--- src/rtl/quant_pkg.sv ---
// Shared fixed-point constants and helpers for the requantizer / dequantizer pair.
package quant_pkg;

   // Default formats: narrow Q2.10 in 12 bits, wide Q4.12 in 16 bits.
   localparam int FXP_IN_WIDTH     = 12;
   localparam int FXP_IN_FRACTION  = 10;
   localparam int FXP_OUT_WIDTH    = 16;
   localparam int FXP_OUT_FRACTION = 12;

   // Exact widening: the caller sign-extends the narrow word to 64 bits.
   // The caller then keeps the low bits it needs. The shift aligns the binary points.
   function automatic logic signed [63:0] fxp_expand(input logic signed [63:0] narrow,
                                                     input int              shift);
      return narrow <<< shift;
   endfunction

   // True when the wide format holds every narrow value with no loss.
   // The wide format needs at least as many fraction bits and integer bits as the narrow one.
   function automatic bit fxp_legal(input int in_width, input int in_fraction,
                                    input int out_width, input int out_fraction);
      return (out_fraction >= in_fraction) &&
             (out_width - out_fraction >= in_width - in_fraction);
   endfunction

endpackage

--- src/rtl/sync_fifo.sv ---
// Small synchronous FIFO with a look-ahead read port (dout shows the head entry).
// A push is allowed while full if a pop happens in the same cycle.
module sync_fifo #(
   parameter int WIDTH = 12,
   parameter int DEPTH = 3
) (
   input  logic                       clk,
   input  logic                       rst,
   input  logic                       push,
   input  logic                       pop,
   input  logic [WIDTH-1:0]           din,
   output logic [WIDTH-1:0]           dout,
   output logic                       full,
   output logic                       empty,
   output logic [$clog2(DEPTH+1)-1:0] count
);

   localparam int AW = (DEPTH > 1) ? $clog2(DEPTH) : 1;
   localparam int CW = $clog2(DEPTH+1);

   logic [WIDTH-1:0] mem [DEPTH];
   logic [AW-1:0]    wr_ptr;
   logic [AW-1:0]    rd_ptr;

   assign dout  = mem[rd_ptr];
   assign full  = (count == CW'(DEPTH));
   assign empty = (count == '0);

   // Storage write; data needs no reset because count gates every read.
   // NOTE: memories stay out of the reset branch so they map onto plain RAM/flops without reset muxes.
   always_ff @(posedge clk) begin
      if (push) mem[wr_ptr] <= din;
   end

   // Pointer and occupancy bookkeeping.
   // NOTE: sequential state is only ever assigned with <= so all flops update together at the edge.
   always_ff @(posedge clk) begin
      if (rst) begin
         wr_ptr <= '0;
         rd_ptr <= '0;
         count  <= '0;
      end else begin
         if (push) wr_ptr <= (wr_ptr == AW'(DEPTH-1)) ? '0 : wr_ptr + 1'b1;
         if (pop)  rd_ptr <= (rd_ptr == AW'(DEPTH-1)) ? '0 : rd_ptr + 1'b1;
         case ({push, pop})
            2'b10:   count <= count + 1'b1;
            2'b01:   count <= count - 1'b1;
            default: count <= count;
         endcase
      end
   end

endmodule

--- src/rtl/dequant_expand.sv ---
// Receiver side of the requantizer: takes unstallable narrow samples, buffers them,
// widens them exactly, and delivers them on a valid/ready stream with a frame marker.
module dequant_expand
   import quant_pkg::*;
#(
   parameter int In_WIDTH     = FXP_IN_WIDTH,
   parameter int In_FRACTION  = FXP_IN_FRACTION,
   parameter int Out_WIDTH    = FXP_OUT_WIDTH,
   parameter int Out_FRACTION = FXP_OUT_FRACTION,
   parameter int DEPTH        = 4,
   parameter int FRAME_LEN    = 64
) (
   input  logic                       clk,
   input  logic                       rst,
   input  logic                       in_valid,
   input  logic [In_WIDTH-1:0]        x,
   output logic [Out_WIDTH-1:0]       out,
   output logic                       out_valid,
   input  logic                       out_ready,
   output logic                       out_last,
   output logic                       overflow,
   output logic [$clog2(DEPTH+1)-1:0] level
);

   localparam int LW     = $clog2(DEPTH+1);
   localparam int FDEPTH = DEPTH - 1;
   localparam int FCW    = $clog2(FDEPTH+1);
   localparam int FW     = (FRAME_LEN > 1) ? $clog2(FRAME_LEN) : 1;
   localparam int SHIFT  = Out_FRACTION - In_FRACTION;

   // Parameter sanity, caught at elaboration.
   if (!fxp_legal(In_WIDTH, In_FRACTION, Out_WIDTH, Out_FRACTION)) begin : g_bad_format
      $error("dequant_expand: output format cannot hold the input format exactly");
   end
   if (DEPTH < 2) begin : g_bad_depth
      $error("dequant_expand: DEPTH must be at least 2");
   end
   if (FRAME_LEN < 1) begin : g_bad_frame
      $error("dequant_expand: FRAME_LEN must be at least 1");
   end

   logic                 pop;
   logic                 accept;
   logic                 load;
   logic                 load_valid;
   logic                 fifo_push;
   logic                 fifo_pop;
   logic                 fifo_full;
   logic                 fifo_empty;
   logic [In_WIDTH-1:0]  fifo_dout;
   logic [FCW-1:0]       unused_fifo_count;
   logic [In_WIDTH-1:0]  next_narrow;
   logic signed [63:0]   wide;
   logic [Out_WIDTH-1:0] out_d;
   logic                 unused_wide_hi;
   logic [FW-1:0]        frame_pos;
   logic [FW-1:0]        pos_next;
   logic [FW-1:0]        load_pos;

   // The output register is the first slot, so the block is full when it is valid and the FIFO is full.
   assign pop        = out_valid && out_ready;
   assign accept     = in_valid && (!(out_valid && fifo_full) || pop);
   assign load       = !out_valid || pop;
   assign fifo_pop   = load && !fifo_empty;
   assign fifo_push  = accept && !(load && fifo_empty);
   assign load_valid = !fifo_empty || accept;

   // When the FIFO is empty, the incoming sample goes straight to the output register.
   assign next_narrow    = fifo_empty ? x : fifo_dout;
   assign wide           = fxp_expand(64'(signed'(next_narrow)), SHIFT);
   assign out_d          = wide[Out_WIDTH-1:0];
   assign unused_wide_hi = ^wide[63:Out_WIDTH];

   // frame_pos is the frame position of the sample on out, or of the next sample if out is empty.
   assign pos_next = (frame_pos == FW'(FRAME_LEN-1)) ? '0 : frame_pos + 1'b1;
   assign load_pos = pop ? pos_next : frame_pos;

   sync_fifo #(
      .WIDTH (In_WIDTH),
      .DEPTH (FDEPTH)
   ) u_fifo (
      .clk   (clk),
      .rst   (rst),
      .push  (fifo_push),
      .pop   (fifo_pop),
      .din   (x),
      .dout  (fifo_dout),
      .full  (fifo_full),
      .empty (fifo_empty),
      .count (unused_fifo_count)
   );

   // Output register, frame marker and sticky overflow.
   always_ff @(posedge clk) begin
      if (rst) begin
         out       <= '0;
         out_valid <= 1'b0;
         out_last  <= 1'b0;
         frame_pos <= '0;
         overflow  <= 1'b0;
      end else begin
         if (pop) frame_pos <= pos_next;
         if (in_valid && !accept) overflow <= 1'b1;
         if (load) begin
            out_valid <= load_valid;
            out_last  <= load_valid && (load_pos == FW'(FRAME_LEN-1));
            if (load_valid) out <= out_d;
         end
      end
   end

   // Occupancy including the output register.
   always_ff @(posedge clk) begin
      if (rst) begin
         level <= '0;
      end else begin
         case ({accept, pop})
            2'b10:   level <= level + 1'b1;
            2'b01:   level <= level - 1'b1;
            default: level <= level;
         endcase
      end
   end

endmodule

--- config.mk ---
export PLATFORM = sky130hd
export DESIGN_NAME = dequant_expand
export DESIGN_NICKNAME = d
export VERILOG_FILES = /design/src/rtl/quant_pkg.sv /design/src/rtl/sync_fifo.sv /design/src/rtl/dequant_expand.sv
export SDC_FILE = /design/constraint.sdc
export NUM_CORES = 1
export LEC_CHECK = 0
export CORE_ASPECT_RATIO = 1.5
export CORE_UTILIZATION = 49
export CTS_CLUSTER_DIAMETER = 50
export DETAILED_ROUTE_END_ITERATION = 7
export GPL_TIMING_DRIVEN = 0
export PLACE_DENSITY = 0.85
export SYNTH_ARGS = -nofsm -noshare
export SYNTH_HDL_FRONTEND = slang
export SYNTH_SLANG_ARGS = --single-unit
--- constraint.sdc ---
create_clock -name clk -period 2.16 [get_ports clk]
set_clock_uncertainty 0.15 [all_clocks]
set_input_delay 0.324 -clock clk [delete_from_list [all_inputs] [get_ports clk]]
set_output_delay 0.324 -clock clk [all_outputs]
set_load 0.005 [all_outputs]
* Word level (Yosys, flattened, before mapping)
Memory sizes are Yosys's and may differ from the RTL's. A register that Yosys moved wholly into a read port is not among the register bits.
Index checks and enable logic that the tools add are counted.
** Storage, ports and cells
- Flip-flop bits (word level) :: 30
- Memory bits (writable) :: 36
- Input bits :: 16
- Output and inout bits :: 22
- Word-level logic and storage cells :: 57
- Memories :: 1
** Operators by class
- Add/sub/neg operators :: 7
- Equal/unequal tests :: 9
- Muxes and demuxes :: 11
- Reductions and logical operators :: 20
** Memory list
- u_fifo.mem :: depth 3, bits a word 12, rd ports 1, clocked after memory_dff 1, wr ports 1, RTL line sync_fifo.sv:21 : logic [WIDTH-1:0] mem [DEPTH];
** Operators with widths (number)
- $eq A6 B6 Y1 const B :: 2
- $mux W12 :: 1
- $mux W6 :: 2
- $eq A2 B2 Y1 const B :: 5
- $logic_and A1 B1 Y1 :: 8
- $mux W2 :: 4
- $add A2 B1 Y2 const B :: 3
- $add A6 B1 Y6 const B :: 1
- $pmux W3 S2 :: 1
- $logic_not A1 Y1 :: 5
- $eq A2 B1 Y1 const B :: 2
- $pmux W2 S2 :: 1
- $reduce_bool A2 Y1 :: 2
- $add A3 B1 Y3 const B :: 1
- $logic_or A1 B1 Y1 :: 3
- $sub A3 B1 Y3 const B :: 1
- $logic_not A2 Y1 :: 1
- $mux W1 :: 2
- $reduce_and A2 Y1 :: 1
- $sub A2 B1 Y2 const B :: 1

* Longest topological paths before layout
- Depth after elaboration :: 8
- Mapped depth :: 8

* Cells and area by module
Synthesis repeated with hierarchy kept, for this count alone.
** Second synthesis, totals
- Cells, all modules :: 246
- Area total of the unflattened synthesis :: 2916.5 um2
** By module, submodules not included
- sync_fifo :: instances 1, cells an instance 108, area each 1629.1 um2, seq. area each 1241.2 um2
- dequant_expand :: instances 1, cells an instance 138, area each 1287.5 um2, seq. area each 480.5 um2

* Worst setup path after synthesis
Ideal clock, no wire load.
- Kind :: register to register
- Start :: register out_valid
- End :: memory u_fifo.mem[2][0] (enable)
- Data arrival time :: 1.769 ns
- Required time :: 1.611 ns
- Path slack :: -0.158 ns
- Cell stages (with the launch flop) :: 5
- Path buffers :: 1
- Period minus slack after synthesis :: 2.318 ns
- Cells stage by stage :: dfxtp_1 > nor2b_1 > buf_4 > o211ai_4 > nor3b_1
** On the way
- Word-level cells in the longest chain between the ends :: 7
** RTL lines
- start, declared :: RTL line dequant_expand.sv:18 : output logic out_valid,
- start signal, assigned :: RTL line dequant_expand.sv:105 : out_valid <= load_valid;
- $logic_and A1 B1 Y1, or another cell as far along :: RTL line dequant_expand.sv:62 : assign accept = in_valid && (!(out_valid && fifo_full) || pop);
- $logic_not A1 Y1 or $logic_or A1 B1 Y1 (tied branches) :: RTL line dequant_expand.sv:62, dequant_expand.sv:63
- $logic_or A1 B1 Y1 or $logic_and A1 B1 Y1 (tied branches) :: RTL line dequant_expand.sv:62, dequant_expand.sv:65
- $logic_and A1 B1 Y1 or $logic_not A1 Y1 (tied branches) :: RTL line dequant_expand.sv:62, dequant_expand.sv:65
- $logic_and A1 B1 Y1 * :: RTL line dequant_expand.sv:65 : assign fifo_push = accept && !(load && fifo_empty);
- $mux W1 * :: RTL line sync_fifo.sv:32 : if (push) mem[wr_ptr] <= din;
- $mux W1 (implied by the code) * :: RTL line sync_fifo.sv:32
- end, declared :: RTL line sync_fifo.sv:21
Every way passes the cells marked *; elsewhere a longest branch is shown, timed or not.

* Worst setup path in the final report
- Start :: register u_fifo.count[0]
- End :: register level[2]
** On the way
- Word-level cells in the longest chain between the ends :: 7
** RTL lines
- start, declared :: RTL line sync_fifo.sv:15 : output logic [$clog2(DEPTH+1)-1:0] count
- start signal, assigned :: RTL line sync_fifo.sv:46 : 2'b10: count <= count + 1'b1;
- start signal, assigned :: RTL line sync_fifo.sv:47 : 2'b01: count <= count - 1'b1;
- start signal, assigned :: RTL line sync_fifo.sv:48 : default: count <= count;
- $eq A2 B2 Y1 * :: RTL line sync_fifo.sv:26 : assign full = (count == CW'(DEPTH));
- $logic_and A1 B1 Y1 * :: RTL line dequant_expand.sv:62
- $logic_not A1 Y1 * :: RTL line dequant_expand.sv:62
- $logic_or A1 B1 Y1 * :: RTL line dequant_expand.sv:62
- $logic_and A1 B1 Y1 * :: RTL line dequant_expand.sv:62
- $eq A2 B1 Y1 or $eq A2 B2 Y1 (tied branches) :: RTL line dequant_expand.sv:117 : case ({accept, pop})
- $pmux W3 S2 or $reduce_bool A2 Y1 (tied branches)
- end signal, assigned :: RTL line dequant_expand.sv:118 : 2'b10: level <= level + 1'b1;
- end signal, assigned :: RTL line dequant_expand.sv:119 : 2'b01: level <= level - 1'b1;
- end signal, assigned :: RTL line dequant_expand.sv:120 : default: level <= level;
- end, declared :: RTL line dequant_expand.sv:22 : output logic [$clog2(DEPTH+1)-1:0] level
Marks and branches as above.
A chain may end at the register's enable or synchronous reset.

==> run_results.csv <==
group,metric,value,unit
synthesis,synth_xor_area_share,2.14,%
synthesis,async_flop_share,0,%
global_route,grt_pass1_wl,8.79,mm
clock_network,cts.sinks,68,
clock_network,numCtsBuffers,9,
synthesis,synth_cells,239,
floorplanning,die_area,6150,sq um
global_route,grt_max_degree,14,
synthesis,ys_seq_elements,68,
sta,slew_headroom,55.8,%
layout,fin_nets,315,
drt,drtIter0Drc,62,
clock_network,cts-htree-levels,3,
sta,tightest_slew,0.664,ns
min_path,hp-class,"in2reg",
power,max-vdd-ir-drop,0.707,mV
drt,ant_nets,0,
setup_path,rr_startpoint,"u_fifo.count[0]",
placement,place_ws,-0.598,ns
synthesis,yosysUniqueCellTypes,43,
clock_network,postCtsHoldBufs,0,
floorplanning,floorplan.die.width,64.4,microns
floorplanning,start_util,51.7,%
global_route,grt_overflow,0,
setup_path,crit_fanout,5,
setup_path,required,2.29,ns
flow_run,drv_cap,0,
sta,fin_crit_sh,98.8,%
layout,finalCoreUtilization,67.1,%
global_route,grt_pass1_vias,1942,
synthesis,synthMuxAreaShare,8.75,%
sta,fmax,0.469,GHz
sta,setup_ws,0.0266,ns
sta,finalHoldViolCount,0,
power,power,4.53,mW
synthesis,ys_seq_area_share,60.2,%
layout,num_antenna_cells,0,
layout,final_area,3710,sq um
clock_network,cts_tree,"done",
outcome,status,"complete, no violations",
sta,whs,0.338,ns
layout,drive_above_1_share,17.0,%
synthesis,synth_edf_count,36,
drt,vias_per_cell,5.39,
power,p_per_area,1220,nW/um^2
clock_network,clk_pin_slew,0.08,ns
placement,port_buffers,35,
floorplanning,row_count,33,
sta,min_period,2.13,ns
layout,fill_cells,428,
drt,drc,0,
placement,hpwl,3.74,mm
synthesis,synth_fa_ha_area_share,2.01,%
setup_path,crit_start,"u_fifo.count[0]",
drt,drt_wl_total,5.74,mm
clock_network,clock_path_buffers,2,
layout,syn2layout_area_growth,29.8,%
power,p_leak,1.29,nW
placement,place_congestion,0.816,
floorplanning,coreArea,5530,sq um
setup_path,worstPathArrival,2.27,ns
synthesis,yosys.area_share.simple,11.5,%
synthesis,synth_top_family_by_area,"simple AND/OR/NAND/NOR gates",
synthesis,synth_compound_area_share,10.7,%
global_route,grt_use_total,19.8,%
sta,setup_viol,0,
floorplanning,ioPinCount,38,
synthesis,syn_area,2860,sq um
setup_path,cp-end-kind,"register",
clock_network,cts.root.buffer_cell,"clkbuf_8",
global_route,antenna_found_initial,0,
drt,vias,1993,
sta,slew_viol_final,0,
floorplanning,fp.dieH,95.6,microns
drt,wl_per_cell,15.5,microns
placement,place_area,3310,sq um
clock_network,clk_latency,0.35,ns
setup_path,worstSetupStartpointType,"register",
synthesis,synth.avg_cell_area,12.0,sq um
min_path,hp-start,"out_ready",
setup_path,path_class,"reg2reg",
synthesis,yosysWarningCount,0,
drt,dr.pass1.iters,4,
synthesis,synth_ff_type,"edfxtp_1",
sta,rsz0062_at_grt,"true",
critical path: stages (launching register included):
cell and delay (ns):
dfxtp_4 0.37, nand4b_1 0.16, buf_4 0.15, nand2_4 0.05, ha_4 0.18, fa_2 0.37, xnor2_2 0.15, or3_1 0.38
a21oi_2 0.11
cell type report:
cell class | count | area (sq um) | share of cell area (%)
plain buffers | 17 | 111 | 3.00
clock buffers | 10 | 138 | 3.71
clock inverters | 6 | 110 | 2.97
inverters | 2 | 11.3 | 0.304
multi-input cells | 152 | 1060 | 28.6
flip-flops and latches | 68 | 1730 | 46.6
well taps | 70 | 87.6 | 2.36
repair buffers | 45 | 462 | 12.4
report_power, final:
| part | total, mW | leakage (nW) | internal, mW | switching, mW |
|---|---|---|---|---|
| Sequential | 1.77 | 0.591 | 1.61 | 0.157 |
| Clock | 1.29 | 0.121 | 0.798 | 0.492 |
| Combinational | 1.48 | 0.580 | 0.777 | 0.699 |
registers in the layout, summed over array words and instances, names as in the netlist, named ones only:
register,cells
out_last,1
overflow,1
u_fifo.mem,36
out_valid,1
u_fifo.wr_ptr,2
level,3
u_fifo.rd_ptr,2
out,12
u_fifo.count,2
frame_pos,6
cell usage after synthesis, drive strengths merged, types with 4 or more instances:
cell type / count / area, sq um
edfxtp: 36 / 1080
dfxtp: 32 / 641
nor2: 26 / 105
mux2i: 25 / 250
nand2: 19 / 71.3
o21ai: 17 / 85.1
buf: 15 / 111
a211oi: 12 / 90.1
a21oi: 8 / 43.8
or3: 4 / 25.0
xor2: 4 / 35.0
per-layer routing:
| metal | wire (microns) | track usage, % |
|---|---|---|
| met3 | 226 | 4.90 |
| met2 | 3150 | 36.7 |
| met4 | 114 | 11.5 |
| met5 | 0 | 0 |
| met1 | 2240 | 19.7 |
metrics by stage:
stage               TNS, ns  std cells
detailed placement   -20.45        345
CTS                   -5.00        362
floorplan                 0        240
global route        -0.0338        370
finish                    0        370
global placement     -18.48        345
logic make-up (layout without fill, tap and decap cells):
family,Yosys count,after routing
buffers and inverters,20,80
DFF,68,68
other,1,2
AOI/OAI and AO/OA,46,46
and+or+nand+nor,68,68
xor gates and xnor gates,7,7
adders and majority gates,4,4
muxes,25,25
worst paths after layout:
path                        to  slack (ns)  cells past startpoint
hold / removal    frame_pos[1]        0.34                      3
hold reg to reg         out[8]        0.35                      2
setup reg to reg      level[2]        0.03                      8
setup / recovery      level[2]        0.03                      8
cells in the final DEF, fill, tap and decap left out, types with 3 or more instances in the layout:
master / Yosys / layout
mux2i_1: 25 / 25
dfxtp_1: 32 / 29
clkbuf_8: 0 / 10
bufinv_16: 0 / 3
buf_4: 8 / 15
buf_12: 0 / 3
and2_1: 3 / 3
clkbuf_1: 3 / 3
o21ai_0: 17 / 17
a211oi_1: 12 / 12
clkdlybuf4s50_1: 0 / 34
nand2_1: 19 / 18
xor2_1: 4 / 4
edfxtp_1: 36 / 36
nor2_1: 25 / 25
or3_1: 4 / 4
a21oi_1: 7 / 6
repair_timing:
item,in CTS,in global routing
endpoints found under the setup margin,38,39
resized for setup,3,12
pin swaps,0,8
setup buffers,1,9
(Power assumes the default switching activity.)
